$ cat config.mk
export PLATFORM = sky130hd
export DESIGN_NAME = coin_bank
export DESIGN_NICKNAME = d
export VERILOG_FILES = /design/src/rtl/coin_bank.sv
export SDC_FILE = /design/constraint.sdc
export NUM_CORES = 1
export LEC_CHECK = 0
export CORE_AREA = 8 8 77 79
export CTS_CLUSTER_DIAMETER = 50
export DETAILED_ROUTE_END_ITERATION = 12
export DIE_AREA = 0 0 85 87
export PLACE_DENSITY_LB_ADDON = 0.15
export SYNTH_ARGS = -nofsm -noshare
export SYNTH_HDL_FRONTEND = slang
export SYNTH_SLANG_ARGS = --single-unit
$ cat constraint.sdc
create_clock -name clk -period 6.4 [get_ports clk]
set_clock_uncertainty 0.05 [all_clocks]
set_input_delay 1.92 -clock clk [delete_from_list [all_inputs] [get_ports clk]]
set_output_delay 1.92 -clock clk [all_outputs]
set_load 0.005 [all_outputs]
$ cat src/rtl/coin_bank.sv
`default_nettype none
// ============================================================================
// Module      : coin_bank
// Description : Credit accumulator for a coin-operated vending front end.
//               Coin, refund and vend-grant inputs are synchronised and
//               edge-detected; each detected rising edge is one event.
//               Vend deductions apply before same-cycle coin credits, and
//               credit is held within 0..MAXCREDIT. A refund request pays
//               out the whole credit in a single REFUND cycle.
// Revision    : 1.0  initial release
// ----------------------------------------------------------------------------
// Parameters
//   MAXCREDIT     credit ceiling in cents (legal 30..127)
// Ports
//   clk           system clock, rising edge active
//   rst_n         asynchronous active-low reset
//   coin[2:0]     coin switches: bit0 nickel(5) bit1 dime(10) bit2 quarter(25)
//   ret           refund button (level, asynchronous)
//   vending[3:0]  vend grants: items costing 5/10/15/30 cents
//   money[6:0]    registered credit in cents
//   refund[6:0]   refunded amount, non-zero only while refund_valid=1
//   refund_valid  one-cycle pulse per refund
//   coin_reject   one-cycle pulse when a coin edge is not credited
//   vend_error    one-cycle pulse when a vend edge is not deducted
// ============================================================================
module coin_bank #(
  parameter int MAXCREDIT = 100
) (
  input  logic       clk,
  input  logic       rst_n,
  input  logic [2:0] coin,
  input  logic       ret,
  input  logic [3:0] vending,
  output logic [6:0] money,
  output logic [6:0] refund,
  output logic       refund_valid,
  output logic       coin_reject,
  output logic       vend_error
);

  // --------------------------------------------------------------------------
  // Constants
  // --------------------------------------------------------------------------
  localparam logic [7:0] C_MAX     = 8'(MAXCREDIT);
  localparam logic [7:0] C_NICKEL  = 8'd5;
  localparam logic [7:0] C_DIME    = 8'd10;
  localparam logic [7:0] C_QUARTER = 8'd25;
  localparam logic [6:0] C_COST0   = 7'd5;
  localparam logic [6:0] C_COST1   = 7'd10;
  localparam logic [6:0] C_COST2   = 7'd15;
  localparam logic [6:0] C_COST3   = 7'd30;

  typedef enum logic [1:0] {
    S_IDLE   = 2'd0,
    S_CREDIT = 2'd1,
    S_REFUND = 2'd2
  } state_t;

  // --------------------------------------------------------------------------
  // Input synchronisation and rising-edge detection
  // All eight asynchronous inputs share one pipeline:
  //   bit layout {ret, vending[3:0], coin[2:0]}
  // r_sync1/r_sync2 form the two-flop synchroniser, r_hist holds the previous
  // synchronised value and r_evt registers the detected rising edge, so an
  // input first sampled on edge k is an event during the cycle after edge k+2
  // and its effect on money/flags appears after edge k+3.
  // --------------------------------------------------------------------------
  logic [7:0] w_raw;
  logic [7:0] r_sync1;
  logic [7:0] r_sync2;
  logic [7:0] r_hist;
  logic [7:0] r_evt;

  assign w_raw = {ret, vending, coin};

  always_ff @(posedge clk or negedge rst_n) begin
    if (!rst_n) begin
      r_sync1 <= '0;
      r_sync2 <= '0;
      r_hist  <= '0;
      r_evt   <= '0;
    end else begin
      r_sync1 <= w_raw;
      r_sync2 <= r_sync1;
      r_hist  <= r_sync2;
      r_evt   <= r_sync2 & ~r_hist;
    end
  end

  logic [2:0] w_coin_ev;
  logic [3:0] w_vend_ev;
  logic       w_ret_ev;

  assign w_coin_ev = r_evt[2:0];
  assign w_vend_ev = r_evt[6:3];
  assign w_ret_ev  = r_evt[7];

  // --------------------------------------------------------------------------
  // Event decoding
  // Only the lowest-index vend is evaluated; any additional simultaneous vend
  // edge is always reported as an error. Only the highest-value coin counts;
  // lower simultaneous coins are silently dropped.
  // --------------------------------------------------------------------------
  logic [6:0] w_vend_cost;
  logic       w_vend_any;
  logic       w_vend_multi;
  logic [7:0] w_coin_val;
  logic       w_coin_any;

  always_comb begin
    w_vend_cost = '0;
    if (w_vend_ev[0]) begin
      w_vend_cost = C_COST0;
    end else if (w_vend_ev[1]) begin
      w_vend_cost = C_COST1;
    end else if (w_vend_ev[2]) begin
      w_vend_cost = C_COST2;
    end else if (w_vend_ev[3]) begin
      w_vend_cost = C_COST3;
    end
  end

  assign w_vend_any   = |w_vend_ev;
  // Clearing the lowest set bit leaves something only if two or more were set.
  assign w_vend_multi = (w_vend_ev & (w_vend_ev - 4'd1)) != 4'd0;

  always_comb begin
    w_coin_val = '0;
    if (w_coin_ev[2]) begin
      w_coin_val = C_QUARTER;
    end else if (w_coin_ev[1]) begin
      w_coin_val = C_DIME;
    end else if (w_coin_ev[0]) begin
      w_coin_val = C_NICKEL;
    end
  end

  assign w_coin_any = |w_coin_ev;

  // --------------------------------------------------------------------------
  // Credit arithmetic for the normal (non-refund) path
  // Deduction first, then the coin is tested against the post-deduction
  // balance. The sum is kept one bit wider so a quarter on top of 127 cannot
  // wrap before the ceiling comparison.
  // --------------------------------------------------------------------------
  logic [6:0] r_money;
  logic [6:0] w_after_vend;
  logic       w_vend_fail;
  logic [7:0] w_sum;
  logic       w_coin_fits;

  always_comb begin
    w_after_vend = r_money;
    w_vend_fail  = 1'b0;
    if (w_vend_any) begin
      if (w_vend_cost <= r_money) begin
        w_after_vend = r_money - w_vend_cost;
      end else begin
        w_vend_fail = 1'b1;
      end
    end
  end

  assign w_sum       = {1'b0, w_after_vend} + w_coin_val;
  assign w_coin_fits = (w_sum <= C_MAX);

  // --------------------------------------------------------------------------
  // Control FSM: state register
  // --------------------------------------------------------------------------
  state_t     r_state;
  state_t     w_state_nxt;
  logic [6:0] w_money_nxt;
  logic [6:0] r_refund;
  logic [6:0] w_refund_nxt;
  logic       r_refund_valid;
  logic       w_refund_valid_nxt;
  logic       r_coin_reject;
  logic       w_coin_reject_nxt;
  logic       r_vend_error;
  logic       w_vend_error_nxt;

  always_ff @(posedge clk or negedge rst_n) begin
    if (!rst_n) begin
      r_state        <= S_IDLE;
      r_money        <= '0;
      r_refund       <= '0;
      r_refund_valid <= 1'b0;
      r_coin_reject  <= 1'b0;
      r_vend_error   <= 1'b0;
    end else begin
      r_state        <= w_state_nxt;
      r_money        <= w_money_nxt;
      r_refund       <= w_refund_nxt;
      r_refund_valid <= w_refund_valid_nxt;
      r_coin_reject  <= w_coin_reject_nxt;
      r_vend_error   <= w_vend_error_nxt;
    end
  end

  // --------------------------------------------------------------------------
  // Control FSM: next state and next registered outputs
  // The refund amount and valid flag are loaded on the edge that enters
  // REFUND, so they are visible for exactly the REFUND cycle. Any coin or
  // vend edge that coincides with a refund request, or arrives during
  // REFUND, leaves money alone and is flagged.
  // --------------------------------------------------------------------------
  always_comb begin
    w_state_nxt        = r_state;
    w_money_nxt        = r_money;
    w_refund_nxt       = '0;
    w_refund_valid_nxt = 1'b0;
    w_coin_reject_nxt  = 1'b0;
    w_vend_error_nxt   = 1'b0;

    case (r_state)
      S_REFUND: begin
        // Refund is paid out on this edge; a further refund request is
        // ignored because the balance is already being cleared.
        w_money_nxt       = '0;
        w_state_nxt       = S_IDLE;
        w_coin_reject_nxt = w_coin_any;
        w_vend_error_nxt  = w_vend_any;
      end

      default: begin
        if (w_ret_ev) begin
          w_state_nxt        = S_REFUND;
          w_refund_nxt       = r_money;
          w_refund_valid_nxt = 1'b1;
          w_coin_reject_nxt  = w_coin_any;
          w_vend_error_nxt   = w_vend_any;
        end else begin
          w_vend_error_nxt = w_vend_fail | w_vend_multi;
          if (w_coin_any && w_coin_fits) begin
            w_money_nxt = w_sum[6:0];
          end else begin
            w_money_nxt       = w_after_vend;
            w_coin_reject_nxt = w_coin_any;
          end
          // IDLE is exactly "no credit"; a credited coin moves to CREDIT and
          // a deduction down to zero returns to IDLE.
          if (w_money_nxt == 7'd0) begin
            w_state_nxt = S_IDLE;
          end else begin
            w_state_nxt = S_CREDIT;
          end
        end
      end
    endcase
  end

  // --------------------------------------------------------------------------
  // Outputs (all registered)
  // --------------------------------------------------------------------------
  assign money        = r_money;
  assign refund       = r_refund;
  assign refund_valid = r_refund_valid;
  assign coin_reject  = r_coin_reject;
  assign vend_error   = r_vend_error;

endmodule
`default_nettype wire

== Word-level counts from Yosys, hierarchy flattened ==
Index checks and enable logic that the tools add are counted.
Widths: inputs -> output; s select.
Operators by class
  add/subtract/negate cells: 3
  multipliers: 0
  div/mod/pow operators: 0
  order comparisons: 2
  equality and inequality tests: 2
  shift-type cells: 0
  muxes and demuxes: 28
  bitwise logic cells: 4
  reductions and logical operators: 5
Operators with widths (count)
  $mux 7: 9
  $mux 5: 5
  $mux 1: 10
  $add 7x8->8: 1
  $and 8x8->8: 1
  $le 8x7->1 const B: 1
  $not 8->8: 1
  $le 7x7->1: 1
  $logic_not 7->1: 1
  $sub 7x7->7: 1
  $and 4x4->4: 1
  $mux 2: 2
  $mux 4: 1
  $reduce_bool 4->1: 1
  $reduce_or 4->1: 1
  $sub 4x1->4 const B: 1
  $mux 3: 1
  $reduce_or 3->1: 1
  $eq 2x2->1 const B: 1
  $ne 2x1->1 const B: 1
  $logic_and 1x1->1: 1
  $or 1x1->1: 1
Word-level totals
  bits in registers: 51
  bits in latches: 0
  RAM bits: 0
  ROM bits: 0
  input port bits: 10
  logic and storage cells: 54
  memories: 0

== Depth between registers and ports, before layout ==
  depth after elaboration: 17
  depth in mapped cells: 20
  gate-level depth less buffers: 20

== Worst setup path after synthesis ==
Ideal clock, no wire load.
  path type: reg2reg
  start point: register r_evt[4]
  end point: register r_state[0]
  setup time: 136 ps
  arrival time: 4277 ps
  data required time: 6214 ps
  slack: 1937 ps
  stages on the path, launching flop included: 18
  path buffers: 0
  clock period less this slack: 4463 ps
  cell sequence: dfrtp_1 -> nor3_1 -> or2_2 -> ha_1 -> and3_1 -> a31o_2 -> nand4b_1 -> nand2_1 -> mux2_2 -> ha_1 -> a211o_1 -> a21o_1 -> and2_1 -> or4b_1 -> nand4_1 -> nand2_4 -> nor4b_1 -> a311oi_1
Between the ends
  word-level cells in the longest chain between the ends: 15
  elaborated cells on any way between the ends: 17
Ends and longest elaborated chain
  start: declaration: RTL line 72  | logic [7:0] r_evt;
  start signal: assignment: RTL line 86  | r_evt <= r_sync2 & ~r_hist;
  $mux 5: RTL line 114  | end else if (w_vend_ev[1]) begin
  $mux 5: RTL line 112  | if (w_vend_ev[0]) begin
  $sub 7x7->7 / $le 7x7->1 (equally long branches): RTL line 157, 156
  $mux 7: RTL line 156  | if (w_vend_cost <= r_money) begin
  $mux 7 *: RTL line 155  | if (w_vend_any) begin
  $add 7x8->8: RTL line 164  | assign w_sum = {1'b0, w_after_vend} + w_coin_val;
  $le 8x7->1: RTL line 165  | assign w_coin_fits = (w_sum <= C_MAX);
  $logic_and 1x1->1: RTL line 234  | if (w_coin_any && w_coin_fits) begin
  $mux 7 *: RTL line 234
  $mux 7 *: RTL line 226  | if (w_ret_ev) begin
  $mux 7 *: RTL line 215  | case (r_state)
  $logic_not 7->1 *: RTL line 242  | if (w_money_nxt == 7'd0) begin
  $mux 1 *: RTL line 242
  $mux 2 *: RTL line 226
  $mux 2 *: RTL line 215
  via w_state_nxt[0]: RTL line 171  | state_t w_state_nxt;
  end signal: assignment: RTL line 191  | r_state <= w_state_nxt;
  end: declaration: RTL line 170  | state_t r_state;
The timed path passes the listed nets; every way through them passes the cells marked *. The select of a mux whose other input is x is not followed.
A chain may end at the register's enable or synchronous reset.

== Worst setup path after layout ==
Ends and elaborated chain as after synthesis.

==> impl_results.md <==
* Sw Share at 0.401
* Reg clk slew, reported paths at about 0.10 ns
* Area of the multi-input gates at 0.00102 mm²
* Post-DP HPWL at 3240 µm
* CP Launch Type: register
* Worst vdd ir at ~0.20 mV
* Post-synthesis sequential area ratio at 0.543
* Status: finished clean
* Cell Area, Synth at between 0.002 and 0.0025 mm²
* # clock sinks at 50
* Critical Path RT at 6.54 ns
* Nets at roughly 250
* First-pass GRT wire length at ~7300 µm
* Sw Pwr at about 510 µW
* Register Area at approximately 0.0013 mm²
* Final period utilization at 0.747
* IO Count at 27
* DIE AREA at around 0.0074 mm²
* Max-slew violation count at 0
* DRC at 0
* Buffers added on ports at 26
* Detailed Routing Iterations Pass 1 at 4
* # resized after CTS at 0
* Synth Instances at approximately 200
* Worst Path Arrival at 4.91 ns
* DIE HEIGHT at between 80 and 90 µm
* Commonest non-fill, non-tap cell in the layout: dfrtp_1
* Combinational share of power at 0.538
* Power Dens Cells at about 470 mW/mm²
* Worst hold path class: register to register
* Endpoints failing hold at 0
* EDFF count, synth at 0
* Tot GR Track Use at 0.127
* Root Buffer: clkbuf_8
* Crit-path max FO at 9
* Post-synthesis async set-or-reset flop share at 1.00
* Setup violations, final at 0
* Area delta synth->final at 18.0%
* Diode count at 0
* Number of fill cells at 410
* Htree depth at 2
* Critical Path End Type: register
* Fin util at 0.561
* Kind of critical path: register to register
* Final ANT Viol Nets at 0
* Initial Util at 0.475
* Final setup margin at 1.62 ns
* Initial antenna violation count at 0
* Netlist cell types at between 50 and 60
* FMAX at 0.209 GHz
* Drt wl/cell at 15.3 µm
* Mean Syn Cell Area at between 10 and 15 µm²
* Unrepaired setup endpoints after global routing: false
* Pre-CTS WS at 1.64 ns
* Most frequent cells in the layout: dfrtp_1, clkdlybuf4s50_1, nor2_1
* R2R Setup Slk at 1.62 ns
* Total core area at around 0.0048 mm²
* Fin crit period at approximately 4.8 ns
* Worst-Margin Slew at around 0.62 ns
* Num CTS Buffers at 5
* Initial detailed-routing violation count at 96
* FP Rows at 26
* WL final at roughly 4400 µm
* Max-Cap Viols at 0
* Final setup TNS at 0 ns
* Post-CTS Repair Setup Buffers at 0
* Internal at between 700 and 800 µW
* Clk_lat worst skew at 0.30 ns
* Layout cell share with drive strength beyond 1 at 0.0905
* Die W at 85 µm
* Max-slew headroom at 0.584
* Congestion Overflow GR at 0
* Share of power burned in the clock network at 0.145
* CTS tree: built
* GP Congestion at just over 0.9
* Via density at between 5 and 6
* Largest net degree at the start of global routing at between 50 and 60
* Post-CTS Hold Buffers at 0
* Vias in the first global route at approximately 1,500
* CTS Buffer Depth at 2
* FF+latch count, synth at 50
* Syn nets at around 220
* YS warnings at 0
* Vias at around 1,500
* LEAKAGE at approximately 1.3 nW
* Top FF cell, synth: dfrtp_1
* Seq pwr share at 0.317
==> worst paths after layout <==
| kind | start | cells past startpoint | end |
|---|---|---|---|
| max | r_evt[4]$_DFF_PN0_ | 17 | r_state[0]$_DFF_PN0_ |
| min | r_sync1[1]$_DFF_PN0_ | 0 | r_sync2[1]$_DFF_PN0_ |
| max reg2reg | r_evt[4]$_DFF_PN0_ | 17 | r_state[0]$_DFF_PN0_ |
| min reg2reg | r_sync1[1]$_DFF_PN0_ | 0 | r_sync2[1]$_DFF_PN0_ |
| max in group asynchronous | rst_n | 2 | r_sync2[1]$_DFF_PN0_ |
| min in group asynchronous | rst_n | 2 | money[5]$_DFFE_PN0N_ |
==> state kept, by name (all words and copies together), names as in the netlist <==
register / flops
r_hist: 8
r_sync1: 8
coin_reject: 1
r_sync2: 8
r_state: 1
refund: 7
money: 7
r_evt: 8
refund_valid: 1
vend_error: 1
==> cells in the mapped netlist (2+ instances only) <==
cell / instances / share of area
a21o_1: 7 / 0.023
a21oi_1: 3 / 0.0065
a311o_1: 2 / 0.0087
and2_1: 4 / 0.011
and3_1: 8 / 0.022
dfrtp_1: 50 / 0.54
fa_1: 2 / 0.017
ha_1: 10 / 0.054
inv_1: 7 / 0.011
mux2_2: 3 / 0.015
mux2i_1: 5 / 0.022
nand2_1: 11 / 0.018
nand2b_1: 2 / 0.0054
nand3_1: 3 / 0.0065
nand4_1: 2 / 0.0054
nor2_1: 18 / 0.029
nor2b_1: 10 / 0.027
nor3_1: 5 / 0.011
o21a_1: 3 / 0.0098
o21ai_0: 4 / 0.0087
o21bai_1: 3 / 0.0098
or2_2: 3 / 0.0081
or3_1: 3 / 0.0081
xnor2_1: 2 / 0.0076
xor2_1: 3 / 0.011
==> stage by stage <==
step | cell area, µm² | instances | power [mW] | hold slack [ns]
after floorplan | 2300 | 199 | 0.893 | 0.281
after global placement | 2630 | 281 | 1.09 | 0.281
after detailed placement | 2630 | 281 | 1.09 | 0.285
after CTS | 2720 | 288 | 1.28 | 0.307
after global routing | 2720 | 288 | 1.39 | 0.316
final | 2720 | 288 | 1.28 | 0.303
==> cell families after synthesis <==
kind of cell	after synthesis	share of synthesized area
adder cells (fa/ha/maj)	13	0.0760
flip-flops	50	0.543
buffers and inverters	8	0.0130
AO/OA/AOI/OAI	38	0.128
AND/OR/NAND/NOR	77	0.185
multiplexers	8	0.0364
XOR/XNOR	5	0.0190
==> power groups by stage <==
stage / clock, mW / combinational, mW / sequential [mW]
floorplan: 0 / 0.494 / 0.399
global route: 0.207 / 0.770 / 0.411
CTS: 0.196 / 0.685 / 0.405
finish: 0.185 / 0.686 / 0.404
global placement: 0 / 0.685 / 0.410
detailed placement: 0 / 0.679 / 0.411
==> area by class of cell <==
type,count,share of cell area
multi-input combinational,141,0.376
inverter,7,0.00966
sequential,50,0.460
clock inverter,2,0.00644
tap,56,0.0258
clock buffer,5,0.0253
timing repair buffer,27,0.0966
==> routing by layer <==
layer	vias to the layer above	wire (µm)	global-route usage
met4	0	39	0.0388
met2	32	1930	0.189
met1	730	2260	0.175
met5	-	0	0
met3	5	184	0.0358
li1	775	-	-
==> critical path: stages, from the launching register on <==
cell,delay (ns)
dfrtp_1,0.45
nor3_1,0.07
or2_2,0.32
ha_1,0.29
and3_1,0.16
a31o_2,0.24
nand4b_1,0.25
nand2_1,0.28
mux2_2,0.42
ha_1,0.30
a211o_1,0.28
a21o_1,0.18
and2_1,0.19
or4b_1,0.50
nand4_1,0.18
nand2_4,0.12
nor4b_1,0.29
a311oi_1,0.09
(Power assumes the default switching activity.)
